## config.mk

```make
export PLATFORM = sky130hd
export DESIGN_NAME = puzzle8_top
export DESIGN_NICKNAME = d
export VERILOG_FILES = /design/src/rtl/puzzle8_pkg.sv /design/src/rtl/puzzle8_seg7_decode.sv /design/src/rtl/puzzle8_top.sv
export SDC_FILE = /design/constraint.sdc
export NUM_CORES = 1
export LEC_CHECK = 0
export CAP_MARGIN = 20
export CORE_MARGIN = 3
export CORE_UTILIZATION = 40
export DETAILED_ROUTE_END_ITERATION = 12
export PLACE_DENSITY = 0.69
export RECOVER_POWER = 100
export REMOVE_ABC_BUFFERS = 1
export SLEW_MARGIN = 20
export SYNTH_ARGS = -nofsm -noshare
export SYNTH_HDL_FRONTEND = slang
export SYNTH_SLANG_ARGS = --single-unit
```

## constraint.sdc

```tcl
create_clock -name clk -period 4.8 [get_ports clk]
set_clock_uncertainty 0.2 [all_clocks]
set_input_delay 0.48 -clock clk [delete_from_list [all_inputs] [get_ports clk]]
set_output_delay 0.48 -clock clk [all_outputs]
set_load 0.005 [all_outputs]
```

## src/rtl/puzzle8_pkg.sv

```systemverilog
// Shared types and constants for the 8-puzzle game: tiles, boards, segment codes,
// button indices and the decoded action of a cycle.
package puzzle8_pkg;

   typedef logic [3:0] tile_t;
   typedef logic [8:0][3:0] board_t;   // cell 0 = row 0 col 0, row-major

   typedef enum logic [2:0] {
      ACT_NONE  = 3'd0,
      ACT_UP    = 3'd1,
      ACT_DOWN  = 3'd2,
      ACT_LEFT  = 3'd3,
      ACT_RIGHT = 3'd4,
      ACT_SEL   = 3'd5
   } action_e;

   localparam tile_t TILE_BLANK = 4'd0;

   localparam board_t INIT_BOARD = {4'd8, 4'd5, 4'd7,
                                    4'd6, 4'd0, 4'd4,
                                    4'd3, 4'd2, 4'd1};
   localparam board_t GOAL_BOARD = {4'd0, 4'd8, 4'd7,
                                    4'd6, 4'd5, 4'd4,
                                    4'd3, 4'd2, 4'd1};

   localparam logic [1:0] INIT_BLANK_ROW = 2'd1;
   localparam logic [1:0] INIT_BLANK_COL = 2'd1;

   localparam logic [6:0] SEG_1    = 7'b0000110;
   localparam logic [6:0] SEG_2    = 7'b1011011;
   localparam logic [6:0] SEG_3    = 7'b1001111;
   localparam logic [6:0] SEG_4    = 7'b1100110;
   localparam logic [6:0] SEG_5    = 7'b1101101;
   localparam logic [6:0] SEG_6    = 7'b1111101;
   localparam logic [6:0] SEG_7    = 7'b0000111;
   localparam logic [6:0] SEG_8    = 7'b1111111;
   localparam logic [6:0] SEG_DASH = 7'b1000000;
   localparam logic [6:0] SEG_D    = 7'b1011110;
   localparam logic [6:0] SEG_OFF  = 7'b0000000;

   localparam int unsigned BTN_UP    = 32'd0;
   localparam int unsigned BTN_DOWN  = 32'd1;
   localparam int unsigned BTN_LEFT  = 32'd2;
   localparam int unsigned BTN_RIGHT = 32'd3;
   localparam int unsigned BTN_SEL   = 32'd4;

   function automatic logic [3:0] cell_idx(input logic [1:0] row, input logic [1:0] col);
      return ({2'b00, row} * 4'd3) + {2'b00, col};
   endfunction

endpackage

```

## src/rtl/puzzle8_seg7_decode.sv

```systemverilog
// Seven-segment encoder: tile value 1-8, blank as "-", or the "d" solved mark.
module puzzle8_seg7_decode
   import puzzle8_pkg::*;
(
   input  logic [3:0] tile_i,
   input  logic       done_i,
   output logic [6:0] seg_o
);

   // Character lookup; the solved mark overrides the tile value.
   always_comb begin
      seg_o = SEG_OFF;
      if (done_i) begin
         seg_o = SEG_D;
      end else begin
         case (tile_i)
            4'd0:    seg_o = SEG_DASH;
            4'd1:    seg_o = SEG_1;
            4'd2:    seg_o = SEG_2;
            4'd3:    seg_o = SEG_3;
            4'd4:    seg_o = SEG_4;
            4'd5:    seg_o = SEG_5;
            4'd6:    seg_o = SEG_6;
            4'd7:    seg_o = SEG_7;
            4'd8:    seg_o = SEG_8;
            default: seg_o = SEG_OFF;
         endcase
      end
   end

endmodule

```

## src/rtl/puzzle8_top.sv

```systemverilog
// 8-puzzle game top: button synchronising, edge detection, board moves and display.
// Optional button debouncing is enabled by defining PUZZLE8_DEBOUNCE_EN.
module puzzle8_top
   import puzzle8_pkg::*;
#(
   parameter int DEBOUNCE_CYCLES = 16
) (
   input  logic       clk,
   input  logic       rst_n,
   input  logic [4:0] btn,
   output logic [6:0] seg0,
   output logic [6:0] seg1,
   output logic [6:0] seg2,
   output logic [6:0] seg3
);

   logic [4:0] sync1_q, sync1_d, sync2_q, sync2_d, prev_q, prev_d;
   logic [4:0] acc_s, edge_s;
   action_e    act_s;
   board_t     board_q, board_d;
   logic [1:0] blank_row_q, blank_row_d, blank_col_q, blank_col_d;
   logic [1:0] row_sel_q, row_sel_d, row_eff_s;
   logic [1:0] tgt_row_s, tgt_col_s;
   logic       move_ok_s, solved_s;
   logic [3:0] blank_idx_s, tgt_idx_s;
   logic [6:0] seg0_q, seg0_d, seg1_q, seg1_d, seg2_q, seg2_d, seg3_q, seg3_d;

   // Two-flop synchroniser and edge-detect history.
   always_comb begin
      sync1_d = btn;
      sync2_d = sync1_q;
      prev_d  = acc_s;
   end

`ifdef PUZZLE8_DEBOUNCE_EN
   localparam int CW = $clog2(DEBOUNCE_CYCLES + 1);
   logic [4:0]         level_q, level_d;
   logic [4:0][CW-1:0] cnt_q, cnt_d;

   // Accepted level flips only after DEBOUNCE_CYCLES consecutive differing samples.
   always_comb begin
      level_d = level_q;
      cnt_d   = cnt_q;
      for (int i = 0; i < 5; i++) begin
         if (sync2_q[i] != level_q[i]) begin
            if (cnt_q[i] == CW'(DEBOUNCE_CYCLES - 1)) begin
               level_d[i] = sync2_q[i];
               cnt_d[i]   = {CW{1'b0}};
            end else begin
               cnt_d[i]   = cnt_q[i] + {{(CW-1){1'b0}}, 1'b1};
            end
         end else begin
            cnt_d[i] = {CW{1'b0}};
         end
      end
   end

   always_ff @(posedge clk or negedge rst_n) begin
      if (!rst_n) begin
         level_q <= 5'b00000;
         cnt_q   <= '0;
      end else begin
         level_q <= level_d;
         cnt_q   <= cnt_d;
      end
   end

   assign acc_s = level_q;
`else
   assign acc_s = sync2_q;
`endif

   assign edge_s = acc_s & ~prev_q;

   // Only the highest-priority edge of a cycle acts; the rest are dropped.
   always_comb begin
      act_s = ACT_NONE;
      if (edge_s[BTN_UP]) begin
         act_s = ACT_UP;
      end else if (edge_s[BTN_DOWN]) begin
         act_s = ACT_DOWN;
      end else if (edge_s[BTN_LEFT]) begin
         act_s = ACT_LEFT;
      end else if (edge_s[BTN_RIGHT]) begin
         act_s = ACT_RIGHT;
      end else if (edge_s[BTN_SEL]) begin
         act_s = ACT_SEL;
      end else begin
         act_s = ACT_NONE;
      end
   end

   assign solved_s = (board_q == GOAL_BOARD);

   // Target cell of the blank; off-board moves and moves while solved are rejected.
   always_comb begin
      tgt_row_s = blank_row_q;
      tgt_col_s = blank_col_q;
      move_ok_s = 1'b0;
      case (act_s)
         ACT_UP: begin
            if (blank_row_q != 2'd0) begin
               tgt_row_s = blank_row_q - 2'd1;
               move_ok_s = 1'b1;
            end else begin
               move_ok_s = 1'b0;
            end
         end
         ACT_DOWN: begin
            if (blank_row_q < 2'd2) begin
               tgt_row_s = blank_row_q + 2'd1;
               move_ok_s = 1'b1;
            end else begin
               move_ok_s = 1'b0;
            end
         end
         ACT_LEFT: begin
            if (blank_col_q != 2'd0) begin
               tgt_col_s = blank_col_q - 2'd1;
               move_ok_s = 1'b1;
            end else begin
               move_ok_s = 1'b0;
            end
         end
         ACT_RIGHT: begin
            if (blank_col_q < 2'd2) begin
               tgt_col_s = blank_col_q + 2'd1;
               move_ok_s = 1'b1;
            end else begin
               move_ok_s = 1'b0;
            end
         end
         default: move_ok_s = 1'b0;
      endcase
      if (solved_s) begin
         move_ok_s = 1'b0;
      end else begin
         move_ok_s = move_ok_s;
      end
   end

   assign blank_idx_s = cell_idx(blank_row_q, blank_col_q);
   assign tgt_idx_s   = cell_idx(tgt_row_s, tgt_col_s);

   // Board swap and row-select stepping.
   always_comb begin
      board_d     = board_q;
      blank_row_d = blank_row_q;
      blank_col_d = blank_col_q;
      row_sel_d   = row_sel_q;
      if (move_ok_s) begin
         board_d[blank_idx_s] = board_q[tgt_idx_s];
         board_d[tgt_idx_s]   = TILE_BLANK;
         blank_row_d          = tgt_row_s;
         blank_col_d          = tgt_col_s;
      end else if (act_s == ACT_SEL) begin
         row_sel_d = (row_sel_q >= 2'd2) ? 2'd0 : row_sel_q + 2'd1;
      end else begin
         row_sel_d = row_sel_q;
      end
   end

   assign row_eff_s = (row_sel_q > 2'd2) ? 2'd0 : row_sel_q;

   puzzle8_seg7_decode u_dec0 (
      .tile_i (board_q[cell_idx(row_eff_s, 2'd2)]),
      .done_i (1'b0),
      .seg_o  (seg0_d)
   );
   puzzle8_seg7_decode u_dec1 (
      .tile_i (board_q[cell_idx(row_eff_s, 2'd1)]),
      .done_i (1'b0),
      .seg_o  (seg1_d)
   );
   puzzle8_seg7_decode u_dec2 (
      .tile_i (board_q[cell_idx(row_eff_s, 2'd0)]),
      .done_i (1'b0),
      .seg_o  (seg2_d)
   );
   puzzle8_seg7_decode u_dec3 (
      .tile_i ({2'b00, row_eff_s} + 4'd1),
      .done_i (solved_s),
      .seg_o  (seg3_d)
   );

   // State and registered display outputs.
   always_ff @(posedge clk or negedge rst_n) begin
      if (!rst_n) begin
         sync1_q     <= 5'b00000;
         sync2_q     <= 5'b00000;
         prev_q      <= 5'b00000;
         board_q     <= INIT_BOARD;
         blank_row_q <= INIT_BLANK_ROW;
         blank_col_q <= INIT_BLANK_COL;
         row_sel_q   <= 2'd0;
         seg0_q      <= SEG_3;
         seg1_q      <= SEG_2;
         seg2_q      <= SEG_1;
         seg3_q      <= SEG_1;
      end else begin
         sync1_q     <= sync1_d;
         sync2_q     <= sync2_d;
         prev_q      <= prev_d;
         board_q     <= board_d;
         blank_row_q <= blank_row_d;
         blank_col_q <= blank_col_d;
         row_sel_q   <= row_sel_d;
         seg0_q      <= seg0_d;
         seg1_q      <= seg1_d;
         seg2_q      <= seg2_d;
         seg3_q      <= seg3_d;
      end
   end

   assign seg0 = seg0_q;
   assign seg1 = seg1_q;
   assign seg2 = seg2_q;
   assign seg3 = seg3_q;

endmodule

```

After elaboration in Yosys (flattened, before gate mapping)

Memories as Yosys holds them, arrays and structs flattened. A register that Yosys moved wholly into a read port is not among the register bits.
Cells that the tools add are included.

$mul: 3
Multiplexer cells: 33
$lt $le $gt $ge: 11
$add $sub $neg: 10
Bitwise gates (word level): 5
Equal/unequal tests: 6
Reductions and logical operators: 8

Operator list:

| operator               | count |
|---|---|
| $bmux W4 S4            | 4 |
| $and A36 B36 Y36       | 1 |
| $bwmux W36             | 1 |
| $eq A36 B32 Y1 const B | 1 |
| $not A36 Y36           | 1 |
| $demux W4 S4           | 2 |
| $lt A4 B5 Y1 const B   | 5 |
| $mux W4                | 6 |
| $mux W3                | 5 |
| $mul A2 B2 Y4 const B  | 3 |
| $mux W2                | 6 |
| $add A4 B2 Y4          | 2 |
| $ge A4 B1 Y1 const B   | 2 |
| $pmux W2 S2            | 2 |
| $mux W7                | 1 |
| $add A2 B1 Y2 const B  | 3 |
| $eq A3 B2 Y1 const B   | 2 |
| $eq A3 B3 Y1 const B   | 2 |
| $and A5 B5 Y5          | 1 |
| $mux W1                | 5 |
| $not A5 Y5             | 1 |
| $add A4 B1 Y4 const B  | 1 |
| $add A4 B2 Y4 const B  | 1 |
| $lt A2 B2 Y1 const B   | 2 |
| 11 further kinds       | 16 |

Bits of input ports: 7
Memories kept: 4
Output and inout bits: 28
Bits in read-only memories: 448
Register bits after elaboration: 64

Memory list:

| name            | depth | bits a word | rd ports | clocked after Yosys merged registers in | write ports | line                      | source |
|---|---|---|---|---|---|---|---|
| (no name shown) | 16    | 7           | 1        | 1                                       | 0           | puzzle8_seg7_decode.sv:16 | `case (tile_i)` |
| (no name shown) | 16    | 7           | 1        | 1                                       | 0           | puzzle8_seg7_decode.sv:16 |  |
| (no name shown) | 16    | 7           | 1        | 1                                       | 0           | puzzle8_seg7_decode.sv:16 |  |
| (no name shown) | 16    | 7           | 1        | 0                                       | 0           | puzzle8_seg7_decode.sv:16 |  |

Longest topological paths before layout

Gate-level depths: netlist of the first run.

Depth after elaboration: 17
Gate-level depth with buffers: 16
Gate-level depth less buffers: 14

Hierarchy

From an unflattened synthesis of the first run, not the netlist that was laid out.

Cells, all modules: 527
Area, all modules: 5721.7 µm²

By module, submodules not included:

| module                            | seq. area each (µm²) | cells each | times used | area each (µm²) |
|---|---|---|---|---|
| puzzle8_top                       | 2163.3               | 403        | 1          | 4878.4 |
| puzzle8_seg7_decode at u_dec0 ... | 0.0                  | 31         | 2          | 212.7 |
| puzzle8_seg7_decode at u_dec2 ... | 0.0                  | 31         | 2          | 209.0 |

Least setup slack after synthesis of the first run

Ideal clock, no wire load.

Path type: register to register
Start: register sync2_q[0] (netlist: acc_s[0])
End: register board_q[11] (netlist name)
Path slack: 657 ps
Stages on the path, launching flop included: 16
Period minus slack after synthesis: 4143 ps
Setup time: 121 ps
Path buffers: 3
Data arrival time: 3822 ps
Cell sequence: dfrtp_1 -> nor2b_4 -> or4b_1 -> buf_2 -> nand3_1 -> o221ai_1 -> fa_1 -> ha_1 -> inv_1 -> fa_1 -> clkbuf_1 -> clkbuf_1 -> o21ai_0 -> o21ai_0 -> nor3_2 -> a22o_1

RTL lines:

| item                                                               | line               | source |
|---|---|---|
| start: declaration                                                 | puzzle8_top.sv:17  | `logic [4:0] sync1_q, sync1_d, sync2_q, sync2_d, prev_q, prev_d;` |
| start signal: assignment                                           | puzzle8_top.sv:202 | `sync2_q <= sync2_d;` |
| $and A5 B5 Y5 *                                                    | puzzle8_top.sv:73  | `assign edge_s = acc_s & ~prev_q;` |
| $mux W3 *                                                          | puzzle8_top.sv:78  | `if (edge_s[BTN_UP]) begin` |
| $eq A3 B3 Y1 or $eq A3 B2 Y1 (tied branches)                       | puzzle8_top.sv:100 | `case (act_s)` |
| $pmux W2 S2 *                                                      | puzzle8_top.sv:100 |  |
| named net tgt_col_s[1]                                             | puzzle8_top.sv:23  | `logic [1:0] tgt_row_s, tgt_col_s;` |
| $add A4 B2 Y4 *                                                    | puzzle8_pkg.sv:48  | `return ({2'b00, row} * 4'd3) + {2'b00, col};` |
| $lt A4 B5 Y1 (not written as such) or $ge A4 B1 Y1 (tied branches) | puzzle8_top.sv:153 | `board_d[tgt_idx_s] = TILE_BLANK;` |
| $logic_and A1 B1 Y1 (not written as such)                          | puzzle8_top.sv:153 |  |
| $mux W4 (not written as such)                                      | puzzle8_top.sv:153 |  |
| $demux W4 S4                                                       | puzzle8_top.sv:153 |  |
| $not A36 Y36 (no line)                                             | --                 |  |
| $and A36 B36 Y36 (no line) *                                       | --                 |  |
| end signal: assignment                                             | puzzle8_top.sv:204 | `board_q <= board_d;` |
| end: declaration                                                   | puzzle8_top.sv:20  | `board_t board_q, board_d;` |

The timed path passes the listed nets; every way through them passes the cells marked *. The select of a mux whose other input is x is not followed.
A chain may end at the register's enable or synchronous reset.

Worst setup path after layout of the first run

Start: register prev_q[3]
End: register board_q[26] (netlist name)

RTL lines:

| item                                                               | line               | source |
|---|---|---|
| start: declaration                                                 | puzzle8_top.sv:17  |  |
| start signal: assignment                                           | puzzle8_top.sv:203 | `prev_q <= prev_d;` |
| $not A5 Y5 *                                                       | puzzle8_top.sv:73  |  |
| $and A5 B5 Y5 *                                                    | puzzle8_top.sv:73  |  |
| $mux W3 *                                                          | puzzle8_top.sv:84  | `end else if (edge_s[BTN_RIGHT]) begin` |
| $mux W3 *                                                          | puzzle8_top.sv:82  | `end else if (edge_s[BTN_LEFT]) begin` |
| $mux W3 *                                                          | puzzle8_top.sv:80  | `end else if (edge_s[BTN_DOWN]) begin` |
| $mux W3 *                                                          | puzzle8_top.sv:78  |  |
| $eq A3 B3 Y1 or $eq A3 B2 Y1 (tied branches)                       | puzzle8_top.sv:100 |  |
| $pmux W2 S2 *                                                      | puzzle8_top.sv:100 |  |
| named net tgt_col_s[1]                                             | puzzle8_top.sv:23  |  |
| $add A4 B2 Y4 *                                                    | puzzle8_pkg.sv:48  |  |
| $lt A4 B5 Y1 (not written as such) or $ge A4 B1 Y1 (tied branches) | puzzle8_top.sv:153 |  |
| $logic_and A1 B1 Y1 (not written as such)                          | puzzle8_top.sv:153 |  |
| $mux W4 (not written as such)                                      | puzzle8_top.sv:153 |  |
| $demux W4 S4                                                       | puzzle8_top.sv:153 |  |
| $not A36 Y36 (no line)                                             | --                 |  |
| $and A36 B36 Y36 (no line) *                                       | --                 |  |

Marked as above.

==> out/qor.yml, run 1 <==
status: "finished, violations left"
violations: "max-capacitance violations, max-slew violations"
placeableCoreArea_sq_um: 12900
p_int_mw: 2.71
tightest_slew_ns: 2.99
drt-total-wl_microns: 13000
clock-root-buffer: "clkbuf_16"
diodes: 0
start_util_pct: 41.7
synth_common_cells: "dfrtp_1 (55), mux2i_1 (35), a22o_1 (34), dfstp_2 (29)"
ys_ff_latch: 84
clock_path_buffers: 2
cts_tree: "done"
cpLargestDelayFamily: "adder cells"
yosys_warnings: 0
synth_ff_type: "dfrtp_1"
power.density_nw_per_um2: 789
post-cts-setup-buffers: 0
startpoint_type: "flip-flop"
hold_viol: 0
antenna_found_initial: 0
ys_seq_area_share_pct: 39.8
first_pass_iters: 5
grt_overflow_total: 0
grt.total_usage_pct: 18.5
fin_crit_sh_pct: 95.0
power_frac_comb_pct: 61.9
hp-start: "sync1_q[2]"
required_ns: 4.88
worst_path_largest_cell_delay_ns: 0.94
ctsResizeCount: 0
clk-insertion-delay-late_ns: 0.34
setup_viol: 0
synth_area_sq_um: 5370
multi_input_area_sq_um: 3020
synth_top_area_share_pct: 25.6
crit_type: "reg2reg"
hold_path_end: "acc_s[2]"
pwr-share-seq_pct: 24.9
route.detailed.drc: 0
rsz0062_at_grt: "false"
synth_edf_count: 0
synth_area_leaders: "dfrtp_1 (26%), dfstp_2 (14%), mux2i_1 (6.5%), ha_1 (6.3%), mux4_2 (6.3%)"
cp.arrival_ns: 4.64
cts_sinks: 84
finalCriticalPeriod_ns: 4.56
hold_path_class: "reg2reg"
drt.antenna.violating_nets: 0
dpl.hpwl_microns: 9650
worstHoldPathCells: 0
yosysMostFrequentCell: "dfrtp_1"
power_frac_clock_pct: 13.2
area_delta_synth_final_pct: 15.0
max_freq_mhz: 219
placed_area_sq_um: 5920
tns_ns: 0
worstReg2RegStart: "prev_q[3]"
max_slew_margin_pct: -99.5
maxSlewViolCount: 66
netlist-cell-type-count: 60
routabilityCongestion: 0.873
avgSynthCellArea_sq_um: 11.0
holdWs_ns: 0.151
path_buf_inv: 1
switching_share_pct: 44.4
slowest_stage: "fa_1"
synth_top_area_cell: "dfrtp_1"
io_buffers: 34
nNetsFinal: 561
path_max_fanout: 17
die_y_microns: 122
htree_levels: 3
regArea_sq_um: 2140
cts_hold_buffers: 0
drtIter0Drc: 289
rrSetupSlack_ns: 0.24
grt_max_degree: 58
synthArstFlopShare_pct: 100
via_count: 4149
die_w_microns: 122
clk_pin_slew_ns: 0.06
rows: 41
peakVddDrop_uv: 312
maxCapViolations: 2
fin_area_sq_um: 6180
path_cells: "nor2b_1 > or4b_1 > nand3_1 > o221ai_1 > fa_1 > ha_1 > inv_1 > fa_1 > nor2_1 > a2111oi_4 > a22o_1"
rr_endpoint: "board_q[26]"
grt_pass1_vias: 4094
viasPerCell: 5.93
cpMostUsedCell: "fa_1"
cts_buffers: 9
leakagePower_nw: 2.60
total_power_mw: 4.88
die_area_sq_um: 14900
synthCells: 488
final.fill_count: 1158
io-pin-count: 35
r2r_cells: 11
grt_first_pass_wirelength_microns: 21400
route.detailed.wl_per_inst_microns: 18.6
layout-drive-gt1-share_pct: 20.1
p_switching_mw: 2.16
end_kind: "flip-flop"
-- cell usage in the layout, fill, tap and decap left out, types with 20 or more instances in the layout --
master | netlist | routed
dfrtp_1 | 55 | 55
mux2i_1 | 35 | 35
a22o_1 | 34 | 34
dlygate4sd3_1 | 0 | 33
dfstp_2 | 29 | 29
inv_1 | 27 | 27
ha_1 | 27 | 27
nor2_1 | 23 | 24
nand3_1 | 21 | 21
mux2_2 | 21 | 21
o21ai_0 | 20 | 20
-- flip-flops by register name, summed over array words and instances (netlist names) --
signal / flops
seg2: 7
board_q: 36
seg1: 7
acc_s: 5
prev_q: 5
seg3: 6
seg0: 7
blank_row_q: 2
sync1_q: 5
row_sel_q: 2
blank_col_q: 2
-- power by group through the flow --
| stage | combinational, mW | sequential, mW | clock (mW) |
|---|---|---|---|
| floorplan | 2.20 | 1.15 | 0 |
| global placement | 2.93 | 1.22 | 0 |
| detailed placement | 3.01 | 1.22 | 0 |
| CTS | 3.02 | 1.21 | 0.661 |
| global route | 3.32 | 1.24 | 0.693 |
| finish | 3.02 | 1.21 | 0.644 |
-- kinds of logic after synthesis --
family | count (synthesis) | synth area share (%)
buffers and inverters | 51 | 3.89
multiplexers | 71 | 17.2
adder cells (fa/ha/maj) | 31 | 7.78
flip-flops | 84 | 39.8
AO/OA/AOI/OAI | 119 | 17.0
AND/OR/NAND/NOR | 132 | 14.3
-- metal layers --
metal  vias up  wire [microns]  part of all wire, %  track usage, %
met2       169            6110                   47            28.9
met4         0             292                  2.2            6.65
met5         -               0                    0               0
met1      2056            5780                   45            25.3
li1       1902               -                    -               -
met3        22             810                  6.2            4.36
-- through the flow --
stage	setup slack [ns]	utilization, %	instances
final	0.241	48.0	700
after global routing	0.0707	48.0	700
after CTS	0.287	48.1	700
after detailed placement	0.285	46.0	684
after global placement	0.426	46.0	684
after floorplan	0.635	-	464
-- area by class of cell --
type | instances | share of cell area [%]
timing repair buffer | 48 | 6.99
clock inverter | 2 | 0.162
inverter | 27 | 1.64
tap | 172 | 3.48
multi-input combinational | 353 | 48.8
sequential | 84 | 34.6
clock buffer | 14 | 4.27
-- worst reg2reg max path: cells and delay by family, from the launching register on --
kind            cells  cell delay (ns)
flops               1             0.36
buf+inv             1             0.05
compound gates      3             1.05
fa+ha+maj           3             1.60
simple gates        4             1.24
-- worst max-delay path by stage --
stage                     startpoint           to  slack [ns]  cells after the start
after floorplan             acc_s[0]  board_q[10]        0.64                     10
after detailed placement    acc_s[0]  board_q[26]        0.28                     11
after global routing        acc_s[3]  board_q[22]        0.07                     11
after global placement      acc_s[0]   board_q[6]        0.43                     11
final                      prev_q[3]  board_q[26]        0.24                     11
after CTS                   acc_s[0]  board_q[26]        0.29                     11
Power figures use the tool's default switching activity.
==> run 2, diff against run 1 <==
SETUP_SLACK_MARGIN = 0.2   (was default)
==> run 2 against run 1 <==
  * The run still ends with max-capacitance violations, max-slew violations left
  * Final cell count unchanged
  * Sequential share of layout area hardly changed
  * Critical path depth up 1
  * Register-to-register slack better by 0.08 ns
  * Sequential power hardly changed
  * Die area unchanged
  * Core utilization down 0.058 points
  * Total power hardly changed
  * Combinational power barely moved
  * Critical path type unchanged
  * Critical endpoint is now board_q[15]
==> out/qor.yml, run 2 (same netlist as run 1, synthesis figures left out) <==
status: "finished, violations left"
violations: "max-capacitance violations, max-slew violations"
clk-insertion-delay-late_ns: 0.35
tns_ns: 0
drtIter0Drc: 312
drt.antenna.violating_nets: 0
crit_type: "reg2reg"
routabilityCongestion: 0.873
layout-drive-gt1-share_pct: 20.1
cts_sinks: 84
io_buffers: 34
clock-root-buffer: "clkbuf_16"
hold_viol: 0
worstHoldPathCells: 0
grt.total_usage_pct: 18.5
die_y_microns: 122
area_delta_synth_final_pct: 14.9
worstReg2RegStart: "acc_s[0]"
cp.arrival_ns: 4.51
route.detailed.drc: 0
drt-total-wl_microns: 13000
max_slew_margin_pct: -101
antenna_found_initial: 0
final.fill_count: 1165
finalCriticalPeriod_ns: 4.48
grt_max_degree: 58
hold_path_class: "reg2reg"
fin_crit_sh_pct: 93.4
start_util_pct: 41.7
htree_levels: 3
largest_register_ffs: 36
busiest_layer: "met2"
leakagePower_nw: 2.60
die_w_microns: 122
first_pass_iters: 5
r2r_cells: 12
holdWs_ns: 0.151
cts_buffers: 9
path_max_fanout: 12
startpoint_type: "flip-flop"
peakVddDrop_uv: 312
rrSetupSlack_ns: 0.32
max_freq_mhz: 223
hold_path_end: "acc_s[2]"
final_common_cell: "dfrtp_1"
route.detailed.wl_per_inst_microns: 18.5
clock_path_buffers: 2
maxSlewViolCount: 66
cts_hold_buffers: 0
via_count: 4134
clk_pin_slew_ns: 0.06
hp-start: "sync1_q[2]"
use_met2_pct: 28.9
grt_pass1_vias: 4094
end_kind: "flip-flop"
required_ns: 4.83
nNetsFinal: 561
layout_common_cells: "dfrtp_1 (55), mux2i_1 (35), a22o_1 (34), dlygate4sd3_1 (33), dfstp_2 (29)"
rr_endpoint: "board_q[15]"
maxCapViolations: 2
diodes: 0
tightest_slew_ns: 3.02
rows: 41
die_area_sq_um: 14900
grt_first_pass_wirelength_microns: 21400
grt_overflow_total: 0
dpl.hpwl_microns: 9650
use_met1_pct: 25.3
placeableCoreArea_sq_um: 12900
largest-register: "board_q"
use_met3_pct: 4.36
cts_tree: "done"
power.density_nw_per_um2: 790
io-pin-count: 35
final_core_util_pct: 47.9
setup_viol: 0
viasPerCell: 5.91
rsz0062_at_grt: "false"
post-cts-setup-buffers: 0
==> run 2: changes by cell type in the layout (fill, tap and decap cells not counted) <==
cell      delta
buf_4        -1
clkbuf_2     +1
nor2b_1      +1
nor2b_4      -1
fa_2         +1
fa_1         -1
==> run 2: area by class of cell <==
type	count	area, sq um	share of cell area, %
clock buffers	14	264	4.28
clock inverters	2	10.0	0.162
inverters	27	101	1.64
multi-input cells	353	3010	48.8
flip-flops and latches	84	2140	34.7
well taps	172	215	3.49
repair buffers	48	429	6.96
==> run 2: through the flow <==
stage	cells	instance area (sq um)	setup WS (ns)	power, mW
floorplan	464	5260	0.635	3.35
global placement	684	5920	0.426	4.14
detailed placement	684	5920	0.285	4.23
CTS	700	6190	0.287	4.90
global route	700	6170	0.110	5.26
finish	700	6170	0.317	4.87
==> run 2: timing repair <==
action | in CTS | in global routing
hold endpoints to repair | 0 | 0
setup endpoints to repair | 0 | 26
gates resized for setup | 0 | 2
==> run 2: per-layer routing <==
layer  vias up  wire length [microns]
li1       1905                      -
met1      2072                   5950
met2       137                   6100
met3        20                    642
met4         0                    280
met5         -                      0
==> run 2: how the worst max path moves through the flow <==
stage | start | end | cells after the start
detailed placement | acc_s[0] | board_q[26] | 11
global placement | acc_s[0] | board_q[6] | 11
CTS | acc_s[0] | board_q[26] | 11
floorplan | acc_s[0] | board_q[10] | 10
finish | acc_s[0] | board_q[15] | 12
global route | acc_s[0] | board_q[7] | 11
==> run 2: worst max-delay path: stages (launching register included) <==
cell and delay, ns:
dfrtp_1 0.40, nor2b_1 0.21, or4b_1 0.68, nand3_1 0.15, o221ai_1 0.16, fa_1 0.46, ha_1 0.64, clkbuf_2 0.31
mux4_2 0.36, a21o_1 0.19, o21ai_0 0.13, nor3_2 0.16, a22o_1 0.31
==> run 2: power breakdown <==
part	internal, mW	switching, mW	leakage, nW	total [mW]
clock	0.377	0.267	0.137	0.644
sequential	0.997	0.218	1.01	1.21
combinational	1.33	1.68	1.45	3.01
==> run 3, diff against run 2 <==
RECOVER_POWER = 50   (was 100)
==> run 3 against run 2 <==
  * The flow still finishes with violations (max-capacitance violations, max-slew violations)
  * Worst hold slack got worse by 0.00066 ns
  * Die area did not move
  * Clock power barely moved
  * Sequential share of layout area fell by 0.17 points
  * Maximum frequency rose by 1.3%
  * Wire length barely moved
==> out/qor.yml, run 3 (same netlist as run 1, synthesis figures left out) <==
hold_viol: 0
required_ns: 4.88
grt_overflow_total: 0
rrSetupSlack_ns: 0.38
holdWs_ns: 0.151
switching_share_pct: 44.0
drt.antenna.violating_nets: 0
drtIter0Drc: 280
final_common_cell: "dfrtp_1"
power_frac_clock_pct: 13.1
post-cts-setup-buffers: 0
route.detailed.wl_per_inst_microns: 18.5
hold_path_end: "acc_s[2]"
clk-insertion-delay-late_ns: 0.35
clock-root-buffer: "clkbuf_16"
placeableCoreArea_sq_um: 12900
worstReg2RegStart: "prev_q[3]"
die_w_microns: 122
met1Wirelength_microns: 5810
via_count: 4156
crit_type: "reg2reg"
end_kind: "flip-flop"
status: "finished, violations left"
hp-start: "sync1_q[2]"
grt_max_degree: 58
topRoutingLayerUsed: "met4"
worstHoldPathCells: 0
nNetsFinal: 561
tightest_slew_ns: 2.99
cts_hold_buffers: 0
drt-total-wl_microns: 13000
viasPerCell: 5.94
max_slew_margin_pct: -99.2
route.detailed.drc: 0
timing.final.ws_setup_ns: 0.377
first_pass_iters: 5
p_switching_mw: 2.16
diodes: 0
p_int_mw: 2.75
routabilityCongestion: 0.873
wl_met3_microns: 783
cts_tree: "done"
ctsResizeCount: 0
path_max_fanout: 10
io-pin-count: 35
peakVddDrop_uv: 311
cts_sinks: 84
tns_ns: 0
fin_crit_sh_pct: 92.2
io_buffers: 34
maxSlewViolCount: 58
cp.arrival_ns: 4.50
violations: "max-capacitance violations, max-slew violations"
start_util_pct: 41.7
largest_register_ffs: 36
r2r_cells: 13
hold_path_class: "reg2reg"
fin_area_sq_um: 6200
die_area_sq_um: 14900
htree_levels: 3
clk_pin_slew_ns: 0.06
grt_first_pass_wirelength_microns: 21400
layout_common_cells: "dfrtp_1 (55), mux2i_1 (35), a22o_1 (34), dfstp_2 (29), clkdlybuf4s50_1 (28)"
rr_endpoint: "board_q[26]"
rsz0062_at_grt: "false"
max_freq_mhz: 226
cts_buffers: 9
dpl.hpwl_microns: 9650
antenna_found_initial: 0
place_ws_ns: 0.285
layout-drive-gt1-share_pct: 21.0
largest-register: "board_q"
placed_area_sq_um: 5920
route.met2.wl_microns: 6020
maxCapViolations: 1
setup_viol: 0
die_y_microns: 122
startpoint_type: "flip-flop"
area_delta_synth_final_pct: 15.4
clock_path_buffers: 2
grt_pass1_vias: 4094
leakagePower_nw: 2.59
rows: 41
pwr-share-seq_pct: 24.7
finalCriticalPeriod_ns: 4.42
power.density_nw_per_um2: 793
power_frac_comb_pct: 62.2
grt.total_usage_pct: 18.5
==> run 3: how the worst max path moves through the flow <==
| stage | start | to | slack (ns) | depth (start not counted) |
|---|---|---|---|---|
| after CTS | acc_s[0] | board_q[26] | 0.29 | 11 |
| after global placement | acc_s[0] | board_q[6] | 0.43 | 11 |
| after floorplan | acc_s[0] | board_q[10] | 0.64 | 10 |
| final | prev_q[3] | board_q[26] | 0.38 | 13 |
| after detailed placement | acc_s[0] | board_q[26] | 0.28 | 11 |
| after global routing | acc_s[3] | board_q[22] | 0.20 | 13 |
==> run 3: layout make-up <==
class / count / area [sq um]
timing repair buffer: 48 / 435
clock inverter: 2 / 10.0
clock buffer: 14 / 264
tap: 172 / 215
sequential: 84 / 2140
fill: 1160 / 6680
multi-input combinational: 353 / 3040
inverter: 27 / 101
==> run 3: metrics by stage <==
stage	total power, mW	std cells	utilization, %
after floorplan	3.35	464	-
after global placement	4.14	684	46.0
after detailed placement	4.23	684	46.0
after CTS	4.90	700	48.1
after global routing	5.31	700	48.1
final	4.92	700	48.1
==> run 3: routing by layer <==
layer | GRT usage (%) | vias to the layer above
li1 | - | 1906
met1 | 25.3 | 2052
met2 | 28.9 | 170
met3 | 4.36 | 28
met4 | 6.65 | 0
met5 | 0 | -
==> run 3: power groups by stage <==
stage	clock network (mW)	logic [mW]	registers, mW
after global placement	0	2.93	1.22
after detailed placement	0	3.01	1.22
after global routing	0.693	3.37	1.25
after floorplan	0	2.20	1.15
after CTS	0.661	3.02	1.21
final	0.645	3.06	1.22
==> run 3: worst max-delay path, stage by stage (launching register included) <==
cell and delay (ns):
dfrtp_1 0.36, nor2b_1 0.28, or4b_1 0.61, nand3_1 0.15
o221ai_1 0.16, fa_1 0.52, ha_2 0.16, inv_1 0.05
fa_2 0.45, nor3b_1 0.22, a21oi_1 0.06, o22a_1 0.25
a2111oi_4 0.64, a22o_1 0.25
